### src/rtl/mcp_pkg.sv
// Shared encodings for the multicycle main control unit.
package mcp_pkg;

    localparam int unsigned OP_W    = 6;
    localparam int unsigned FN_W    = 6;
    localparam int unsigned STATE_W = 4;

    typedef enum logic [STATE_W-1:0] {
        S_FETCH   = 4'd0,
        S_DECODE  = 4'd1,
        S_MEMADR  = 4'd2,
        S_MEMRD   = 4'd3,
        S_MEMWB   = 4'd4,
        S_MEMWR   = 4'd5,
        S_EXECUTE = 4'd6,
        S_ALUWB   = 4'd7,
        S_BRANCH  = 4'd8,
        S_ADDIEX  = 4'd9,
        S_ADDIWB  = 4'd10,
        S_JUMP    = 4'd11
    } state_t;

    localparam logic [OP_W-1:0] OP_RTYPE = 6'b000000;
    localparam logic [OP_W-1:0] OP_LW    = 6'b100011;
    localparam logic [OP_W-1:0] OP_SW    = 6'b101011;
    localparam logic [OP_W-1:0] OP_BEQ   = 6'b000100;
    localparam logic [OP_W-1:0] OP_ADDI  = 6'b001000;
    localparam logic [OP_W-1:0] OP_J     = 6'b000010;

    localparam logic [FN_W-1:0] FN_ADD = 6'b100000;
    localparam logic [FN_W-1:0] FN_SUB = 6'b100010;
    localparam logic [FN_W-1:0] FN_AND = 6'b100100;
    localparam logic [FN_W-1:0] FN_OR  = 6'b100101;
    localparam logic [FN_W-1:0] FN_SLT = 6'b101010;

    typedef enum logic [1:0] {
        ALUOP_ADD   = 2'b00,
        ALUOP_SUB   = 2'b01,
        ALUOP_FUNCT = 2'b10
    } aluop_t;

    localparam logic [2:0] ALU_ADD = 3'b010;
    localparam logic [2:0] ALU_SUB = 3'b110;
    localparam logic [2:0] ALU_AND = 3'b000;
    localparam logic [2:0] ALU_OR  = 3'b001;
    localparam logic [2:0] ALU_SLT = 3'b111;

    localparam logic [1:0] SRCB_B      = 2'b00;
    localparam logic [1:0] SRCB_FOUR   = 2'b01;
    localparam logic [1:0] SRCB_IMM    = 2'b10;
    localparam logic [1:0] SRCB_IMM_SH = 2'b11;

    localparam logic [1:0] PCSRC_ALU    = 2'b00;
    localparam logic [1:0] PCSRC_ALUOUT = 2'b01;
    localparam logic [1:0] PCSRC_JUMP   = 2'b10;

endpackage

### src/rtl/mcp_controller_if.sv
// Control-unit <-> datapath bundle: instruction fields and flags in, selects and enables out.
interface mcp_controller_if #(
    parameter int unsigned OPW = 6,
    parameter int unsigned FNW = 6
);
    logic [OPW-1:0] op;
    logic [FNW-1:0] funct;
    logic           zero;
    logic           mem_ready;

    logic           iord;
    logic           mem_write;
    logic           ir_write;
    logic           reg_dst;
    logic           mem_to_reg;
    logic           reg_write;
    logic           alu_src_a;
    logic [1:0]     alu_src_b;
    logic [1:0]     pc_src;
    logic           pc_en;
    logic [2:0]     alu_control;
    logic           illegal_op;
    logic [3:0]     state;

    modport ctrl (
        input  op, funct, zero, mem_ready,
        output iord, mem_write, ir_write, reg_dst, mem_to_reg, reg_write,
               alu_src_a, alu_src_b, pc_src, pc_en, alu_control, illegal_op, state
    );

    modport dp (
        output op, funct, zero, mem_ready,
        input  iord, mem_write, ir_write, reg_dst, mem_to_reg, reg_write,
               alu_src_a, alu_src_b, pc_src, pc_en, alu_control, illegal_op, state
    );
endinterface

### src/rtl/alu_decoder.sv
// Maps aluop plus funct to the ALU operation; unknown funct falls back to add.
module alu_decoder
    import mcp_pkg::*;
#(
    parameter int unsigned FNW = 6
) (
    input  aluop_t         aluop,
    input  logic [FNW-1:0] funct,
    output logic [2:0]     alu_control,
    output logic           funct_illegal
);

    // Operation select; funct only matters for R-type execution.
    always_comb begin
        alu_control   = ALU_ADD;
        funct_illegal = 1'b0;
        case (aluop)
            ALUOP_ADD: alu_control = ALU_ADD;
            ALUOP_SUB: alu_control = ALU_SUB;
            ALUOP_FUNCT: begin
                if      (funct == FNW'(FN_ADD)) alu_control = ALU_ADD;
                else if (funct == FNW'(FN_SUB)) alu_control = ALU_SUB;
                else if (funct == FNW'(FN_AND)) alu_control = ALU_AND;
                else if (funct == FNW'(FN_OR))  alu_control = ALU_OR;
                else if (funct == FNW'(FN_SLT)) alu_control = ALU_SLT;
                else begin
                    alu_control   = ALU_ADD;
                    funct_illegal = 1'b1;
                end
            end
            default: alu_control = ALU_ADD;
        endcase
    end

endmodule

### src/rtl/mcp_controller.sv
// Multicycle main control: Moore sequencer driving datapath selects and write enables.
module mcp_controller
    import mcp_pkg::*;
#(
    parameter int unsigned OPW = 6,
    parameter int unsigned FNW = 6
) (
    input  logic          clk,
    input  logic          rst_n,
    mcp_controller_if.ctrl bus
);

    state_t state_q;
    state_t state_d;
    aluop_t aluop;
    logic   pc_write;
    logic   branch;
    logic   funct_illegal;
    logic   op_legal;

    assign op_legal = (bus.op == OPW'(OP_LW))   || (bus.op == OPW'(OP_SW))  ||
                      (bus.op == OPW'(OP_RTYPE)) || (bus.op == OPW'(OP_BEQ)) ||
                      (bus.op == OPW'(OP_ADDI))  || (bus.op == OPW'(OP_J));

    // State register; reset wins from any state, including a stalled store.
    always_ff @(posedge clk) begin
        if (!rst_n) state_q <= S_FETCH;
        else        state_q <= state_d;
    end

    // Next-state sequencing; memory steps hold until mem_ready.
    always_comb begin
        state_d = S_FETCH;
        case (state_q)
            S_FETCH:   state_d = bus.mem_ready ? S_DECODE : S_FETCH;
            S_DECODE: begin
                if ((bus.op == OPW'(OP_LW)) || (bus.op == OPW'(OP_SW))) state_d = S_MEMADR;
                else if (bus.op == OPW'(OP_RTYPE)) state_d = S_EXECUTE;
                else if (bus.op == OPW'(OP_BEQ))   state_d = S_BRANCH;
                else if (bus.op == OPW'(OP_ADDI))  state_d = S_ADDIEX;
                else if (bus.op == OPW'(OP_J))     state_d = S_JUMP;
                else                               state_d = S_FETCH;
            end
            S_MEMADR:  state_d = (bus.op == OPW'(OP_LW)) ? S_MEMRD : S_MEMWR;
            S_MEMRD:   state_d = bus.mem_ready ? S_MEMWB : S_MEMRD;
            S_MEMWR:   state_d = bus.mem_ready ? S_FETCH : S_MEMWR;
            S_EXECUTE: state_d = S_ALUWB;
            S_ADDIEX:  state_d = S_ADDIWB;
            default:   state_d = S_FETCH;
        endcase
    end

    // Per-state control decode; only fetch looks at mem_ready.
    always_comb begin
        bus.iord       = 1'b0;
        bus.mem_write  = 1'b0;
        bus.ir_write   = 1'b0;
        bus.reg_dst    = 1'b0;
        bus.mem_to_reg = 1'b0;
        bus.reg_write  = 1'b0;
        bus.alu_src_a  = 1'b0;
        bus.alu_src_b  = SRCB_B;
        bus.pc_src     = PCSRC_ALU;
        aluop          = ALUOP_ADD;
        pc_write       = 1'b0;
        branch         = 1'b0;
        case (state_q)
            S_FETCH: begin
                bus.alu_src_b = SRCB_FOUR;
                bus.ir_write  = bus.mem_ready;
                pc_write      = bus.mem_ready;
            end
            S_DECODE: bus.alu_src_b = SRCB_IMM_SH;
            S_MEMADR, S_ADDIEX: begin
                bus.alu_src_a = 1'b1;
                bus.alu_src_b = SRCB_IMM;
            end
            S_MEMRD: bus.iord = 1'b1;
            S_MEMWR: begin
                bus.iord      = 1'b1;
                bus.mem_write = 1'b1;
            end
            S_MEMWB: begin
                bus.reg_write  = 1'b1;
                bus.mem_to_reg = 1'b1;
            end
            S_EXECUTE: begin
                bus.alu_src_a = 1'b1;
                aluop         = ALUOP_FUNCT;
            end
            S_ALUWB: begin
                bus.reg_write = 1'b1;
                bus.reg_dst   = 1'b1;
            end
            S_BRANCH: begin
                bus.alu_src_a = 1'b1;
                aluop         = ALUOP_SUB;
                branch        = 1'b1;
                bus.pc_src    = PCSRC_ALUOUT;
            end
            S_ADDIWB: bus.reg_write = 1'b1;
            S_JUMP: begin
                pc_write   = 1'b1;
                bus.pc_src = PCSRC_JUMP;
            end
            default: ;
        endcase
    end

    alu_decoder #(.FNW(FNW)) u_alu_decoder (
        .aluop         (aluop),
        .funct         (bus.funct),
        .alu_control   (bus.alu_control),
        .funct_illegal (funct_illegal)
    );

    assign bus.pc_en      = pc_write | (branch & bus.zero);
    assign bus.illegal_op = ((state_q == S_DECODE) && !op_legal) ||
                            ((state_q == S_EXECUTE) && funct_illegal);
    assign bus.state      = STATE_W'(state_q);

endmodule
### src/flat_wrapper.sv
// flat-port wrapper written by rule: the top's interface ports become plain ports
module mcp_controller_flat import mcp_pkg::*;
#(
    parameter int unsigned OPW = 6,
    parameter int unsigned FNW = 6
)
  (clk, rst_n, bus_op, bus_funct, bus_zero, bus_mem_ready, bus_iord, bus_mem_write, bus_ir_write, bus_reg_dst, bus_mem_to_reg, bus_reg_write, bus_alu_src_a, bus_alu_src_b, bus_pc_src, bus_pc_en, bus_alu_control, bus_illegal_op, bus_state);
  mcp_controller_if #(.OPW(OPW), .FNW(FNW)) bus_i ();
  input  logic clk;
  input  logic rst_n;
  input wire logic [$bits(bus_i.op)-1:0] bus_op;
  input wire logic [$bits(bus_i.funct)-1:0] bus_funct;
  input wire logic [$bits(bus_i.zero)-1:0] bus_zero;
  input wire logic [$bits(bus_i.mem_ready)-1:0] bus_mem_ready;
  output wire logic [$bits(bus_i.iord)-1:0] bus_iord;
  output wire logic [$bits(bus_i.mem_write)-1:0] bus_mem_write;
  output wire logic [$bits(bus_i.ir_write)-1:0] bus_ir_write;
  output wire logic [$bits(bus_i.reg_dst)-1:0] bus_reg_dst;
  output wire logic [$bits(bus_i.mem_to_reg)-1:0] bus_mem_to_reg;
  output wire logic [$bits(bus_i.reg_write)-1:0] bus_reg_write;
  output wire logic [$bits(bus_i.alu_src_a)-1:0] bus_alu_src_a;
  output wire logic [$bits(bus_i.alu_src_b)-1:0] bus_alu_src_b;
  output wire logic [$bits(bus_i.pc_src)-1:0] bus_pc_src;
  output wire logic [$bits(bus_i.pc_en)-1:0] bus_pc_en;
  output wire logic [$bits(bus_i.alu_control)-1:0] bus_alu_control;
  output wire logic [$bits(bus_i.illegal_op)-1:0] bus_illegal_op;
  output wire logic [$bits(bus_i.state)-1:0] bus_state;
  assign bus_i.op = bus_op;
  assign bus_i.funct = bus_funct;
  assign bus_i.zero = bus_zero;
  assign bus_i.mem_ready = bus_mem_ready;
  assign bus_iord = bus_i.iord;
  assign bus_mem_write = bus_i.mem_write;
  assign bus_ir_write = bus_i.ir_write;
  assign bus_reg_dst = bus_i.reg_dst;
  assign bus_mem_to_reg = bus_i.mem_to_reg;
  assign bus_reg_write = bus_i.reg_write;
  assign bus_alu_src_a = bus_i.alu_src_a;
  assign bus_alu_src_b = bus_i.alu_src_b;
  assign bus_pc_src = bus_i.pc_src;
  assign bus_pc_en = bus_i.pc_en;
  assign bus_alu_control = bus_i.alu_control;
  assign bus_illegal_op = bus_i.illegal_op;
  assign bus_state = bus_i.state;
  mcp_controller #(.OPW(OPW), .FNW(FNW)) u_core (.clk(clk), .rst_n(rst_n), .bus(bus_i));
endmodule
### config.mk
export PLATFORM = sky130hd
export DESIGN_NAME = mcp_controller_flat
export DESIGN_NICKNAME = d
export VERILOG_FILES = /design/src/rtl/mcp_pkg.sv /design/src/rtl/mcp_controller_if.sv /design/src/rtl/alu_decoder.sv /design/src/rtl/mcp_controller.sv /design/src/flat_wrapper.sv
export SDC_FILE = /design/constraint.sdc
export NUM_CORES = 1
export LEC_CHECK = 0
export ABC_CLOCK_PERIOD_IN_PS = 1810
export BUFFER_PORTS_ARGS = -buffer_cell sky130_fd_sc_hd__buf_2
export CAP_MARGIN = 0
export CELL_PAD_IN_SITES_DETAIL_PLACEMENT = 1
export CELL_PAD_IN_SITES_GLOBAL_PLACEMENT = 1
export CORE_ASPECT_RATIO = 1.1
export CORE_UTILIZATION = 26
export DETAILED_ROUTE_END_ITERATION = 7
export GPL_TIMING_DRIVEN = 0
export HOLD_SLACK_MARGIN = 0.02
export PLACE_DENSITY_LB_ADDON = 0.3
export SYNTH_ARGS = -nofsm -noshare
export SYNTH_HDL_FRONTEND = slang
export SYNTH_HIERARCHICAL = 1
export SYNTH_SLANG_ARGS = --single-unit
### constraint.sdc
create_clock -name clk -period 1.81 [get_ports clk]
set_input_delay 0.181 -clock clk [delete_from_list [all_inputs] [get_ports clk]]
set_output_delay 0.181 -clock clk [all_outputs]
set_load 0.02 [all_outputs]
==> results.toml, run 1 <==
[floorplanning]
initial_core_util_pct = 28.6
core_area_um2 = 2320
fp.dieArea_um2 = 2760
core.rowCount = 18
chipWidth_um = 50.2
io_pins = 36
die_h_um = 55.0

[synthesis]
synth_ff_type = "dfxtp_1"
synth.avg_cell_area_um2 = 6.92
synthArstFlopShare_pct = 0
synth_edf_count = 0
ys_types = 38
syn_area_um2 = 664
ys_seq_area_share_pct = 12.1
yosys_warnings = 6
syn-num-nets = 114
synth-seq-cells = 4
netlist_instances = 96

[finish]
syn_to_final_growth_pct = 73.4
largest_reg_flops = 4
final_common_cell = "buf_2"
num-nets-final = 167
drive_gt1_share_pct = 54.7
diodes = 0
stdcell_count = 178
final_cell_mix = "34 x buf_2, 16 x buf_4, 10 x nor2_1"
final_core_util_pct = 49.7

[critical_path]
path_max_fanout = 6
max_stage_delay_ps = 350
cp_cell_sequence = "buf_8, nor3_4, inv_2, ha_4, nor4bb_4, a32o_2, buf_6"
end_kind = "primary output"
start_kind = "register"
cp_slowest_cell = "dfxtp_4"
worstPathArrival_ps = 1770
required_ps = 1630
critical_path_class = "reg2out"

[drt]
routed_wl_um = 2610
drc = 0
via_per_inst = 5.18
ant_nets = 0
avgRoutedWirePerCell_um = 14.7
via_count = 922
drtIter0Drc = 21
dr.pass1.iters = 4

[grt]
grt_use_total_pct = 18.4
grt_pass1_wl_um = 3820
grt-ovfl-total = 0
grt_antenna_before_repair = 0
grt_pass1_vias = 863
grt_max_degree = 12

[clock_tree]
cts_buffer_depth = 2
clk_pin_slew_ps = 40
insertion_delay_ps = 230
cts_sinks = 4
cts-htree-levels = 1
root_buffer = "clkbuf_4"
cts_tree = "done"
cts_buffers = 3

[worst_hold_path]
hp-class = "in2reg"

[run_status]
violations = "setup timing"
status = "complete, but fails checks"

[placement]
dpl.cell_count = 161
pre_cts_ws_ps = -183
place_hpwl_um = 1800
gp_congestion = 0.825
port_buffers = 35

[timing]
rsz0062_at_grt = "yes"
tightestPinTransition_ps = 338
finalSetupViolations = 2
setup_slack_ps = -142
maxSlewViolCount = 0
timing.fmax_mhz = 512
min_period_ps = 1950
hold_viol = 0
post-route-period-util_pct = 108
skew_ps = 6.57
hold_ws_ps = 241
max_slew_margin_pct = 77.2

[flow_run]
max_cap_violations = 0

[power_and_ir_drop]
peakVddDrop_mv = 0.328
power_leakage_nw = 0.558
powerDensity_nw_per_um2 = 366
total_power_uw = 421
per-layer routing:
metal,GRT usage (%),vias up,wire (µm)
li1,-,462,-
met1,21.5,436,1110
met2,36.2,24,1420
met3,0.273,0,81
met4,6.67,0,0
met5,0,-,0
cells in the mapped netlist (all sizes together) (2+ instances only):
library cell   n  share of area (%)
nand2b         3                2.8
nor2          11                6.2
clkbuf         3                1.7
nand3          4                3.0
and4bb         2                3.8
buf            3                2.4
nand4          2                1.9
a21o           2                2.3
inv            8                4.5
dfxtp          4                 12
a32o           2                3.0
mux2i          3                4.5
o31ai          2                2.3
a21oi          6                4.5
ha             2                3.8
nor3           9                6.8
a31oi          3                2.8
nor2b          2                1.9
nand2          6                3.4
or4            3                4.0
o21ai          2                1.5
power breakdown:
group	leakage, nW	switching [mW]	total (mW)	internal (mW)
Sequential	0.0355	0.00722	0.0971	0.0898
Clock	0.0150	0.0352	0.118	0.0826
Combinational	0.507	0.115	0.207	0.0920
Total	0.558	0.157	0.421	0.264
cell type report:
class | instances | area, µm²
Inverter | 8 | 35.0
Multi-Input combinational cell | 78 | 616
Timing Repair Buffer | 50 | 300
Clock buffer | 4 | 26.3
Fill cell | 294 | 1170
Tap cell | 30 | 37.5
Buffer | 4 | 42.5
Sequential cell | 4 | 95.1
worst paths after layout:
check	start	endpoint	slack (ps)	depth (start not counted)
setup / recovery	u_core/bus.state[0]$_SDFF_PN0_	bus_alu_control[2]	-140	7
hold / removal	rst_n	u_core/bus.state[3]$_SDFF_PN0_	240	3
setup reg to reg	u_core/bus.state[2]$_SDFF_PN0_	u_core/bus.state[2]$_SDFF_PN0_	420	5
hold reg to reg	u_core/bus.state[3]$_SDFF_PN0_	u_core/bus.state[3]$_SDFF_PN0_	570	2
cells by family after synthesis:
logic type / synth area share (%)
DFF: 12.1
muxes: 4.52
adders and majority gates: 3.77
AOI/OAI and AO/OA: 28.6
buffers and inverters: 8.66
xor gates and xnor gates: 2.64
and+or+nand+nor: 39.7
metrics by stage:
stage / setup TNS [ps] / instance area [µm²]
4_1_cts: -263 / 1070
5_1_grt: -390 / 1150
3_5_place_dp: -211 / 943
3_3_place_gp: -150 / 943
2_1_floorplan: 0 / 731
6_report: -237 / 1150
critical path, delay by kind of cell, from the launching register on:
kind | cells | cell delay, ps
flip-flops | 1 | 350
AO/OA/AOI/OAI | 1 | 220
buffers and inverters | 3 | 300
AND/OR/NAND/NOR | 2 | 440
adder cells (fa/ha/maj) | 1 | 220
what timing repair did:
action / CTS / global route
hold buffers: 0 / 0
buffers inserted: 9 / 6
setup endpoints to repair: 4 / 3
pin swaps: 7 / 5
gates resized for setup: 16 / 11
hold endpoints to repair: 0 / 0
No activity file was read; power rests on OpenSTA's default activity.
==> run 2, diff against run 1 <==
--- a/config.mk
+++ b/config.mk
@@ -11,12 +11,12 @@
 export CELL_PAD_IN_SITES_DETAIL_PLACEMENT = 1
 export CELL_PAD_IN_SITES_GLOBAL_PLACEMENT = 1
 export CORE_ASPECT_RATIO = 1.1
-export CORE_UTILIZATION = 26
+export CORE_UTILIZATION = 25
 export DETAILED_ROUTE_END_ITERATION = 7
 export GPL_TIMING_DRIVEN = 0
 export HOLD_SLACK_MARGIN = 0.02
 export PLACE_DENSITY_LB_ADDON = 0.3
+export SETUP_SLACK_MARGIN = 0.5
 export SYNTH_ARGS = -nofsm -noshare
 export SYNTH_HDL_FRONTEND = slang
-export SYNTH_HIERARCHICAL = 1
 export SYNTH_SLANG_ARGS = --single-unit
==> run 2 against run 1 <==
The flow still finishes with violations (setup timing). Global-route usage grew 8.5 points. Flip-flop and latch count did not move. Clock skew decreased by 1.5 ps. First-iteration DRC count grew 71%.
==> results.toml, run 2 <==
[run_status]
status = "complete, but fails checks"
violations = "setup timing"

[drt]
drc = 0
ant_nets = 0
drtIter0Drc = 36
dr.pass1.iters = 4
via_count = 1069
via_per_inst = 5.66
avgRoutedWirePerCell_um = 21.6
routed_wl_um = 4090

[timing]
setup_slack_ps = -93.1
timing.fmax_mhz = 525
hold_ws_ps = 229
finalSetupViolations = 6
max_slew_margin_pct = 49.6
rsz0062_at_grt = "yes"
maxSlewViolCount = 0
post-route-period-util_pct = 105
min_period_ps = 1900
hold_viol = 0
skew_ps = 5.06
tightestPinTransition_ps = 745

[synthesis]
synth_common_cells = "13 x nor2_1, 7 x inv_1, 7 x o21ai_0"
yosys_warnings = 0
synthArstFlopShare_pct = 0
synth_top_area_share_pct = 12.7
synth_ff_type = "dfxtp_1"
syn_area_um2 = 629
synth-seq-cells = 4
yosysMostFrequentCell = "nor2_1"
ys_types = 33
ys_seq_area_share_pct = 12.7
synth_top_area_cell = "dfxtp_1"
synth.avg_cell_area_um2 = 6.70
netlist_instances = 94
synth_edf_count = 0
synthTopCellsByArea = "dfxtp_1 13%, nor2_1 7.8%, ha_1 6.0%"
syn-num-nets = 113

[critical_path]
path_max_fanout = 4
start_kind = "register"
cp_cell_sequence = "buf_8, nand2b_4, nor3_4, inv_2, ha_4, nand2_2, nor2_4, buf_6"
reg2reg_depth = 9
max_stage_delay_ps = 340
crit_path_start = "u_core.bus.state[2]$_SDFF_PN0_"
worstPathArrival_ps = 1720
cp_top_family = "simple AND/OR/NAND/NOR gates"
path_depth = 8
required_ps = 1630
r2r-end = "u_core.bus.state[0]$_SDFF_PN0_"
end_kind = "primary output"
rrSetupSlack_ps = 60
cp_slowest_cell = "dfxtp_4"
r2r-start = "u_core.bus.state[2]$_SDFF_PN0_"
cp_num_buf_inv = 3
critical_path_class = "reg2out"

[worst_hold_path]
whs_path_depth = 3
hp-start = "rst_n"
hp-class = "in2reg"
worstHoldEndpoint = "u_core.bus.state[2]$_SDFF_PN0_"

[power_and_ir_drop]
powerDensity_nw_per_um2 = 251
p_switching_uw = 140
total_power_uw = 386
p_clk_share_pct = 33.2
power_leakage_nw = 0.644
peakVddDrop_mv = 0.373
internal_power_uw = 246
p_seq_share_pct = 23.4
combPwrFrac_pct = 43.4
p_sw_share_pct = 36.3

[clock_tree]
cts_sinks = 4
cts_hold_buffers = 0
clk_pin_slew_ps = 40
insertion_delay_ps = 240
cts_buffer_depth = 2
cts_buffers = 3
cts_tree = "done"
cts-htree-levels = 1
root_buffer = "clkbuf_4"

[finish]
num-nets-final = 179
final_cell_mix = "26 x buf_6, 19 x buf_2, 15 x buf_4"
syn_to_final_growth_pct = 144
final_core_util_pct = 66.2
diodes = 0
final_common_cell = "buf_6"
stdcell_count = 189
largest_reg_flops = 4
drive_gt1_share_pct = 66.7

[grt]
grt_antenna_before_repair = 0
grt_pass1_vias = 1050
grt_use_total_pct = 26.8
grt_max_degree = 11
grt_pass1_wl_um = 5310
grt-ovfl-total = 0

[flow_run]
max_cap_violations = 0

[floorplanning]
die_h_um = 54.6
core_area_um2 = 2320
fp.dieArea_um2 = 2720
core.rowCount = 18
chipWidth_um = 49.8
io_pins = 36
initial_core_util_pct = 27.1

[placement]
gp_congestion = 0.744
dpl.cell_count = 159
place_hpwl_um = 1760
port_buffers = 35
pre_cts_ws_ps = 61.7
==> run 2: changes by cell type after synthesis, sizes merged, moves of 2 or more <==
cell / before / now
o21ai: 2 / 7
clkbuf: 3 / 0
nor3: 9 / 5
a31oi: 3 / 1
and4bb: 2 / 0
buf: 3 / 5
or4: 3 / 0
nand4: 2 / 4
a32o: 2 / 0
nor4b: 0 / 2
nor2: 11 / 13
==> run 2: area by class of cell <==
cell class | instances | area (µm²)
plain buffers | 5 | 71.3
fillers | 264 | 785
inverters | 7 | 26.3
multi-input cells | 78 | 762
well taps | 30 | 37.5
flip-flops and latches | 4 | 92.6
repair buffers | 61 | 519
clock buffers | 4 | 26.3
==> run 2: repair_timing <==
item	in CTS	in global routing
resized for setup	64	28
setup endpoints to repair	19	19
pin swaps	15	10
setup buffers	19	7
==> run 2: how the worst max path moves through the flow <==
stage                         endpoint  slack [ps]
global placement    bus_alu_control[2]          90
floorplan           bus_alu_control[2]         100
CTS                 bus_alu_control[0]           2
global route        bus_alu_control[0]        -160
detailed placement  bus_alu_control[2]          60
finish              bus_alu_control[0]         -90
==> run 2: logic make-up (layout without fill, tap and decap cells) <==
logic type                 Yosys count  in the layout  synth area share, %
AOI/OAI and AO/OA                   25             25                 27.0
xor gates and xnor gates             2              2                 2.78
adders and majority gates            3              3                 5.96
buffers and inverters               12             77                 8.15
DFF                                  4              4                 12.7
muxes                                2              2                 3.18
and+or+nand+nor                     46             46                 40.2
==> run 2: routing by layer <==
| layer | GRT usage (%) | part of all wire (%) | routed length (µm) |
|---|---|---|---|
| met4 | 9.52 | 3.2 | 129 |
| met1 | 28.6 | 40 | 1620 |
| met2 | 53.6 | 53 | 2150 |
| met5 | 0 | 0 | 0 |
| met3 | 4.44 | 4.5 | 185 |
==> run 2: tightest hold or removal path: cells and delay by family <==
kind | cells | cell delay (ps)
compound gates | 2 | 120
buf+inv | 1 | 130
==> run 2: through the flow <==
| step | setup TNS (ps) | cell area (µm²) |
|---|---|---|
| final | -410 | 1540 |
| after global routing | -742 | 1540 |
| after CTS | 0 | 1360 |
| after detailed placement | 0 | 962 |
| after global placement | 0 | 962 |
| after floorplan | 0 | 749 |
==> run 2: power groups by stage <==
stage          combinational, mW  clock [mW]  sequential (mW)
3_5_place_dp               0.107           0           0.0936
6_report                   0.167       0.128           0.0903
3_3_place_gp               0.103           0           0.0935
5_1_grt                    0.176       0.138           0.0906
4_1_cts                    0.140       0.127           0.0900
2_1_floorplan             0.0602           0           0.0954
==> run 3, diff against run 2 <==
--- a/config.mk
+++ b/config.mk
@@ -10,8 +10,9 @@
 export CAP_MARGIN = 0
 export CELL_PAD_IN_SITES_DETAIL_PLACEMENT = 1
 export CELL_PAD_IN_SITES_GLOBAL_PLACEMENT = 1
-export CORE_ASPECT_RATIO = 1.1
+export CORE_ASPECT_RATIO = 0.9
 export CORE_UTILIZATION = 25
+export CTS_CLUSTER_SIZE = 28
 export DETAILED_ROUTE_END_ITERATION = 7
 export GPL_TIMING_DRIVEN = 0
 export HOLD_SLACK_MARGIN = 0.02
==> run 3 against run 2 <==
The run still ends with setup timing left. Clock power rose by 4%. Die area barely moved. Sequential power is 2.5% higher. Sequential share of layout area increased by 0.70 points. Maximum frequency is 2.3% higher. Setup slack better by 43 ps. Power fell by 4.7%. Flip-flop and latch count did not move. Worst hold slack improved by 5.8 ps. Register-to-register slack improved by 200 ps. Non-clock buffer count shrank 17. Critical endpoint unchanged. Largest cell class unchanged. Highest routed layer unchanged.
==> results.toml, run 3 (same netlist as run 2, synthesis figures left out) <==
[drt]
via_per_inst = 5.73
ant_nets = 0
routed_wl_um = 3300
via_count = 969
drc = 0
dr.pass1.iters = 4
avgRoutedWirePerCell_um = 19.5
drtIter0Drc = 10

[timing]
maxSlewViolCount = 0
finalSetupViolations = 3
max_slew_margin_pct = 69.0
skew_ps = 7.91
setup_slack_ps = -50.4
rsz0062_at_grt = "yes"
hold_viol = 0
tightestPinTransition_ps = 459
min_period_ps = 1860
timing.fmax_mhz = 538
post-route-period-util_pct = 103

[grt]
grt_pass1_wl_um = 4510
grt_use_total_pct = 23.3
grt_pass1_vias = 968
grt_max_degree = 11
grt-ovfl-total = 0
grt_antenna_before_repair = 0

[clock_tree]
root_buffer = "clkbuf_4"
cts_buffers = 3
insertion_delay_ps = 250
cts_hold_buffers = 0
cts_sinks = 4
cts_buffer_depth = 2
cts_tree = "done"
cts-htree-levels = 1
clk_pin_slew_ps = 50

[floorplanning]
initial_core_util_pct = 27.6
core.rowCount = 16
io_pins = 36
fp.dieArea_um2 = 2720
core_area_um2 = 2280
chipWidth_um = 54.9
die_h_um = 49.6

[critical_path]
critical_path_class = "reg2out"
start_kind = "register"
end_kind = "primary output"
worstPathArrival_ps = 1680
required_ps = 1630
path_max_fanout = 3

[placement]
dpl.cell_count = 156
place_hpwl_um = 1850
port_buffers = 35
gp_congestion = 0.777

[finish]
num-nets-final = 162
final_cell_mix = "19 x buf_2, 18 x buf_6, 9 x buf_4"
stdcell_count = 169
final_common_cell = "buf_2"
syn_to_final_growth_pct = 113
regArea_um2 = 90.1
fillers = 268
diodes = 0
multi_input_area_um2 = 742
largest_reg_flops = 4
drive_gt1_share_pct = 62.7

[run_status]
violations = "setup timing"
status = "complete, but fails checks"

[power_and_ir_drop]
power_leakage_nw = 0.535
total_power_uw = 367
peakVddDrop_mv = 0.350
powerDensity_nw_per_um2 = 274

[worst_hold_path]
hp-class = "in2reg"

[flow_run]
max_cap_violations = 0
-- run 3: changes by cell type in the layout (fill, tap and decap cells not counted), sizes merged --
cell,before,now
buf,66,49
-- run 3: worst paths after layout --
kind                               endpoint  slack (ps)  cells past startpoint                           start
min reg2reg  u_core.bus.state[3]$_SDFF_PN0_         660                      2  u_core.bus.state[0]$_SDFF_PN0_
max reg2reg  u_core.bus.state[2]$_SDFF_PN0_         260                      8  u_core.bus.state[2]$_SDFF_PN0_
min          u_core.bus.state[1]$_SDFF_PN0_         230                      3                           rst_n
max                      bus_alu_control[0]         -50                      8  u_core.bus.state[2]$_SDFF_PN0_
-- run 3: timing repair --
item / in CTS / in global routing
gates resized for setup: 53 / 18
pin swaps: 8 / 5
setup buffers: 9 / 0
setup endpoints to repair: 19 / 20
-- run 3: where the power goes --
group	leakage [nW]	switching (mW)	total (mW)	internal, mW
combinational	0.485	0.0812	0.142	0.0611
sequential	0.0349	0.00454	0.0926	0.0880
clock	0.0150	0.0490	0.133	0.0835
total	0.535	0.135	0.367	0.233
-- run 3: through the flow --
step           hold slack (ps)  setup TNS (ps)  util, %  setup slack (ps)  instance area, µm²
2_1_floorplan              314               0        -              96.4                 749
3_3_place_gp               437               0     42.0              90.3                 958
3_5_place_dp               447               0     42.0              90.0                 958
4_1_cts                    206           -31.2     54.5             -17.4                1240
5_1_grt                    236            -465     58.7              -133                1340
6_report                   234            -143     58.7             -50.4                1340
-- run 3: area by class of cell --
class                      instances  share of cell area [%]
buffer                             5                    4.86
clock buffer                       4                    1.96
inverter                           7                    1.96
multi-input combinational         78                    55.4
sequential                         4                    6.73
tap                               27                    2.52
timing repair buffer              44                    26.5
-- run 3: layer usage --
layer	track usage (%)	vias to the layer above	share of wire, %
met2	45.4	51	53
li1	-	442	-
met5	0	-	0
met4	8.55	0	3.9
met3	3.09	12	5.4
met1	23.4	464	38
-- run 3: critical path, cell delays in order (launching register included) --
cell      delay [ps]
dfxtp_4          340
buf_6            110
nand2b_4         150
nor3_4           190
inv_2            110
ha_4             290
nand2_2           60
nor2_4            80
buf_6            120
